**config.mk**
```make
export PLATFORM = sky130hd
export DESIGN_NAME = object_compositor
export DESIGN_NICKNAME = d
export VERILOG_FILES = /design/src/rtl/object_compositor.sv
export SDC_FILE = /design/constraint.sdc
export NUM_CORES = 2
export LEC_CHECK = 0
export BUFFER_PORTS_ARGS = -buffer_cell sky130_fd_sc_hd__buf_2
export CAP_MARGIN = 15
export CORE_MARGIN = 3
export CORE_UTILIZATION = 45
export CTS_BUF_LIST = sky130_fd_sc_hd__clkbuf_4 sky130_fd_sc_hd__clkbuf_8 sky130_fd_sc_hd__clkbuf_16
export DETAILED_ROUTE_END_ITERATION = 10
export RECOVER_POWER = 25
export SYNTH_ARGS = -nofsm -noshare
export SYNTH_HDL_FRONTEND = slang
export SYNTH_SLANG_ARGS = --single-unit
```
**constraint.sdc**
```tcl
create_clock -name Clk -period 12.7 [get_ports Clk]
set_input_delay 2.54 -clock Clk [delete_from_list [all_inputs] [get_ports Clk]]
set_output_delay 2.54 -clock Clk [all_outputs]
set_load 0.01 [all_outputs]
```
**src/rtl/object_compositor.sv**
```systemverilog
// object_compositor: three-stage pixel compositor for the ball, obstacles, borders and background.
// It also accumulates ball/obstacle overlap per frame and publishes the flags when the frame closes.
module object_compositor #(
    parameter int NUM_OBS  = 4,
    parameter int COORD_W  = 10,
    parameter int FINISH_X = 580,
    parameter int BORDER_L = 50,
    parameter int BORDER_R = 590
) (
    input  logic                       Clk,
    input  logic                       Reset_n,
    input  logic [COORD_W-1:0]         DrawX,
    input  logic [COORD_W-1:0]         DrawY,
    input  logic                       vde,
    input  logic                       frame_start,
    input  logic [COORD_W-1:0]         BallX,
    input  logic [COORD_W-1:0]         BallY,
    input  logic [COORD_W-1:0]         Ball_size,
    input  logic [NUM_OBS*COORD_W-1:0] ObsX,
    input  logic [NUM_OBS*COORD_W-1:0] ObsY,
    input  logic [COORD_W-1:0]         Obs_size,
    input  logic [NUM_OBS-1:0]         obs_enable,
    input  logic [3:0]                 background,
    input  logic [1:0]                 current_level,
    output logic [3:0]                 Red,
    output logic [3:0]                 Green,
    output logic [3:0]                 Blue,
    output logic [NUM_OBS-1:0]         collision_flags,
    output logic                       collision_any,
    output logic                       collision_pulse,
    output logic                       finish_line_reached
);
    localparam int DW   = COORD_W + 1;
    localparam int SQ_W = 2*COORD_W + 2;

    function automatic logic signed [DW-1:0] diff(input logic [COORD_W-1:0] a, input logic [COORD_W-1:0] b);
        return $signed({1'b0, a}) - $signed({1'b0, b});
    endfunction

    function automatic logic [SQ_W-1:0] sq(input logic signed [DW-1:0] d);
        logic [DW-1:0] m;
        m = d[DW-1] ? DW'(-d) : DW'(d);
        return SQ_W'(m) * SQ_W'(m);
    endfunction

    logic                  v1, brd1, v2, brd2, ball_on;
    logic signed [DW-1:0]  bdx, bdy;
    logic signed [DW-1:0]  odx [NUM_OBS];
    logic signed [DW-1:0]  ody [NUM_OBS];
    logic [SQ_W-1:0]       br2, or2;
    logic [NUM_OBS-1:0]    en1, obs_on, obs_on_d, hit, s2_hit, pending;
    logic [11:0]           pal, rgb_d;

    always_ff @(posedge Clk or negedge Reset_n) begin
        if (!Reset_n) begin
            v1   <= 1'b0;
            brd1 <= 1'b0;
            bdx  <= '0;
            bdy  <= '0;
            br2  <= '0;
            or2  <= '0;
            en1  <= '0;
            for (int i = 0; i < NUM_OBS; i++) begin
                odx[i] <= '0;
                ody[i] <= '0;
            end
        end else begin
            v1   <= vde;
            brd1 <= (DrawX <= COORD_W'(BORDER_L)) || (DrawX >= COORD_W'(BORDER_R));
            bdx  <= diff(DrawX, BallX);
            bdy  <= diff(DrawY, BallY);
            br2  <= sq($signed({1'b0, Ball_size}));
            or2  <= sq($signed({1'b0, Obs_size}));
            en1  <= obs_enable;
            for (int i = 0; i < NUM_OBS; i++) begin
                odx[i] <= diff(DrawX, ObsX[i*COORD_W +: COORD_W]);
                ody[i] <= diff(DrawY, ObsY[i*COORD_W +: COORD_W]);
            end
        end
    end

    always_comb begin
        obs_on_d = '0;
        for (int i = 0; i < NUM_OBS; i++)
            obs_on_d[i] = (sq(odx[i]) + sq(ody[i]) <= or2) & en1[i];
    end

    always_ff @(posedge Clk or negedge Reset_n) begin
        if (!Reset_n) begin
            v2      <= 1'b0;
            brd2    <= 1'b0;
            ball_on <= 1'b0;
            obs_on  <= '0;
        end else begin
            v2      <= v1;
            brd2    <= brd1;
            ball_on <= (sq(bdx) + sq(bdy) <= br2);
            obs_on  <= obs_on_d;
        end
    end

    always_comb begin
        pal   = current_level == 2'd0 ? 12'hF00 :
                current_level == 2'd1 ? 12'hF80 :
                current_level == 2'd2 ? 12'hF0F : 12'h00F;
        rgb_d = !v2      ? 12'h000 :
                ball_on  ? 12'h0F0 :
                |obs_on  ? pal     :
                brd2     ? 12'h061 : {3{background}};
    end

    // Hits still in S2 on the closing cycle belong to the frame being closed.
    assign s2_hit  = {NUM_OBS{v2 & ball_on}} & obs_on;
    assign pending = hit | s2_hit;
    assign collision_any = |collision_flags;

    always_ff @(posedge Clk or negedge Reset_n) begin
        if (!Reset_n) begin
            {Red, Green, Blue}  <= '0;
            hit                 <= '0;
            collision_flags     <= '0;
            collision_pulse     <= 1'b0;
            finish_line_reached <= 1'b0;
        end else begin
            {Red, Green, Blue} <= rgb_d;
            hit                <= frame_start ? '0 : pending;
            collision_pulse    <= frame_start & |pending;
            if (frame_start) begin
                collision_flags     <= pending;
                finish_line_reached <= BallX >= COORD_W'(FINISH_X);
            end
        end
    end
endmodule

```
==> results.txt <==
Status: finished, violations left
Failing checks: max-capacitance violations, max-slew violations
PostCTS Resize Cnt: 0
GRT Residual Overflow: 0
Leading area contributor after synthesis: fa_1
CTS tree: done
Worst hold path class: flop to flop
Ys async rst share: 1.00
Worst Hold Endpoint: brd2
Die Area: 0.118 mm²
Buffer count from post-CTS setup fixing: 0
Clk sinks: 183
Iter 0 DRT Violations: 1950
Post-Route WL: 130000 µm
Area growth from synthesis to final layout: 7.01%
Maximum clock rate: 94.8 MHz
Slowest stage delay, CP: 0.72 ns
Max-slew violations: 117
Synth Cell Area: 0.0514 mm²
Worst Reg-to-Reg Cells: 37
Post-DRT Antenna Nets: 0
R2R Path Start: odx[11]
Post-synth top cells: 1596 x inv_1, 921 x fa_1, 781 x ha_1
Layout net count: 7822
First-pass GRT wire length: 209000 µm
Startpoint Class: flop
Slowest cell on crit path: a2111oi_0
Yosys reg bits: 183
Multi-input logic area: 0.0408 mm²
Initial Utilization: 0.455
Final cycle utilization of the critical path: 0.830
Drc violations: 0
Initial antenna violation count: 11
Setup-failing EPs final: 0
Worst-path clk slew: 0.08 ns
FILL cells: 10900
Count leader, synth: inv_1
Hold Startpoint: brd1
Fin Setup TNS: 0 ns
Final Util: 0.487
Register area: 0.00458 mm²
Mean Syn Cell Area: 8.96 µm²
YS warnings: 0
Via count: 37500
Hold buffers post-CTS: 0
Top FF cell, synth: dfrtp_1
EDFF count, synth: 0
Row Count: 123
IO Pins: 173
Final HPWL DP: 114000 µm
Final hold vios: 0
Hold slack final: 0.359 ns
Setup slack, reg-to-reg: 2.15 ns
CTS Buffer Depth: 2
Chip height: 344 µm
Vias in the first global route: 39300
Drt pass-1 iters: 5
Routed WL per cell: 17.3 µm
Global Route Usage Sum: 0.228
Min-Delay Path Depth: 0
Req. time, crit path: 13.16 ns
RSZ-0062 raised after global routing: false
CTS buffer count: 17
CP max FO: 8
Clock tree root buffer cell: clkbuf_16
FF-to-FF End: obs_on[2]
Max cap viols: 1
CORE AREA: 0.113 mm²
Clk_skew: 0.0150 ns
Final Cell Area: 0.0550 mm²
Placed instance area: 0.0544 mm²
Fin crit period: 10.55 ns
Cell mode on critical path: fa_1
Relative slew slack: -3.49
Post-Synthesis Cells: 5733
H-tree levels: 4
Final Wtd Congestion: 0.898
Die width: 344 µm
Critical path endpoint category: flop
Register area share after synthesis: 0.0891
Least-Margin Pin Slew: 6.73 ns
Port buffer count: 172
Synth top area cells: fa_1 36%, ha_1 19%, inv_1 12%
Kind of critical path: flop to flop
Largest net degree at the start of global routing: 117
Top cell type's share of synthesized area: 0.359
Synth cell types: 70
Clock latency on the worst-skew pair: 0.53 ns
Vias/cell: 5.00
Critical Path AT: 11.00 ns
Share of layout cells above drive strength 1: 0.0447
==> registers in the layout (all words and copies together) (netlist names), 4 cells and up <==
register / count
Blue: 4
bdy: 11
obs_on: 4
Red: 4
br2: 19
en1: 4
odx: 44
or2: 19
hit: 4
collision_flags: 4
Green: 4
ody: 44
bdx: 11
==> through the flow <==
| stage | worst slack [ns] | cells |
|---|---|---|
| finish | 2.15 | 7486 |
| global route | 1.56 | 7481 |
| CTS | 2.30 | 7479 |
| detailed placement | 2.36 | 7447 |
| global placement | 2.45 | 7447 |
| floorplan | 3.93 | 5801 |
==> layout make-up <==
class / instances / area share
clock buffer: 18 / 0.00787
sequential: 183 / 0.0833
timing repair buffer: 199 / 0.0190
inverter: 1614 / 0.110
antenna: 7 / 0.000319
clock inverter: 14 / 0.00309
tap: 1500 / 0.0341
multi-input combinational: 3951 / 0.742
==> metal layers <==
metal,global-route usage,wire length (µm)
met1,0.309,57100
met5,0,13
met4,0.0591,3340
met2,0.386,62600
met3,0.0305,6610
==> how the worst max path moves through the flow <==
stage / startpoint / end / slack, ns / depth (start not counted)
after global routing: odx[11] / obs_on[2] / 1.56 / 37
after detailed placement: odx[11] / obs_on[2] / 2.36 / 37
after CTS: odx[11] / obs_on[2] / 2.30 / 35
after floorplan: odx[11] / obs_on[2] / 3.93 / 37
after global placement: odx[11] / obs_on[2] / 2.45 / 35
final: odx[11] / obs_on[2] / 2.15 / 37
==> layout by cell type (no fill, tap or decap), types with 18 or more instances in the layout <==
| cell type | count |
|---|---|
| a21boi_0 | 50 |
| a21o_1 | 82 |
| a21oi_1 | 141 |
| and2_1 | 73 |
| buf_2 | 162 |
| buf_4 | 26 |
| clkinv_1 | 18 |
| conb_1 | 70 |
| dfrtp_1 | 183 |
| fa_1 | 921 |
| ha_1 | 781 |
| inv_1 | 1596 |
| nand2_1 | 383 |
| nand2b_1 | 51 |
| nand3_1 | 45 |
| nand4_1 | 19 |
| nor2_1 | 521 |
| nor2b_1 | 58 |
| nor3_1 | 32 |
| o21a_1 | 32 |
| o21ai_0 | 134 |
| o31ai_1 | 24 |
| or3_1 | 18 |
| xnor2_1 | 186 |
| xor2_1 | 101 |
==> kinds of logic after synthesis <==
group | Yosys count | synth area share
other | 2 | 0.000146
xor gates and xnor gates | 288 | 0.0492
AOI/OAI and AO/OA | 583 | 0.0735
muxes | 13 | 0.00268
adders and majority gates | 1702 | 0.549
and+or+nand+nor | 1295 | 0.115
buffers and inverters | 1667 | 0.122
DFF | 183 | 0.0891
==> critical path: cells and delay by family (launching register included) <==
family | cells | cell delay, ns
compound gates | 13 | 2.85
xor+xnor | 2 | 0.81
fa+ha+maj | 10 | 4.30
buf+inv | 5 | 0.77
flops | 1 | 0.52
simple gates | 7 | 1.21
Power is left out: the tool's default activity adds up to more than one toggle a clock period on the data nets, which glitch-free logic cannot reach.
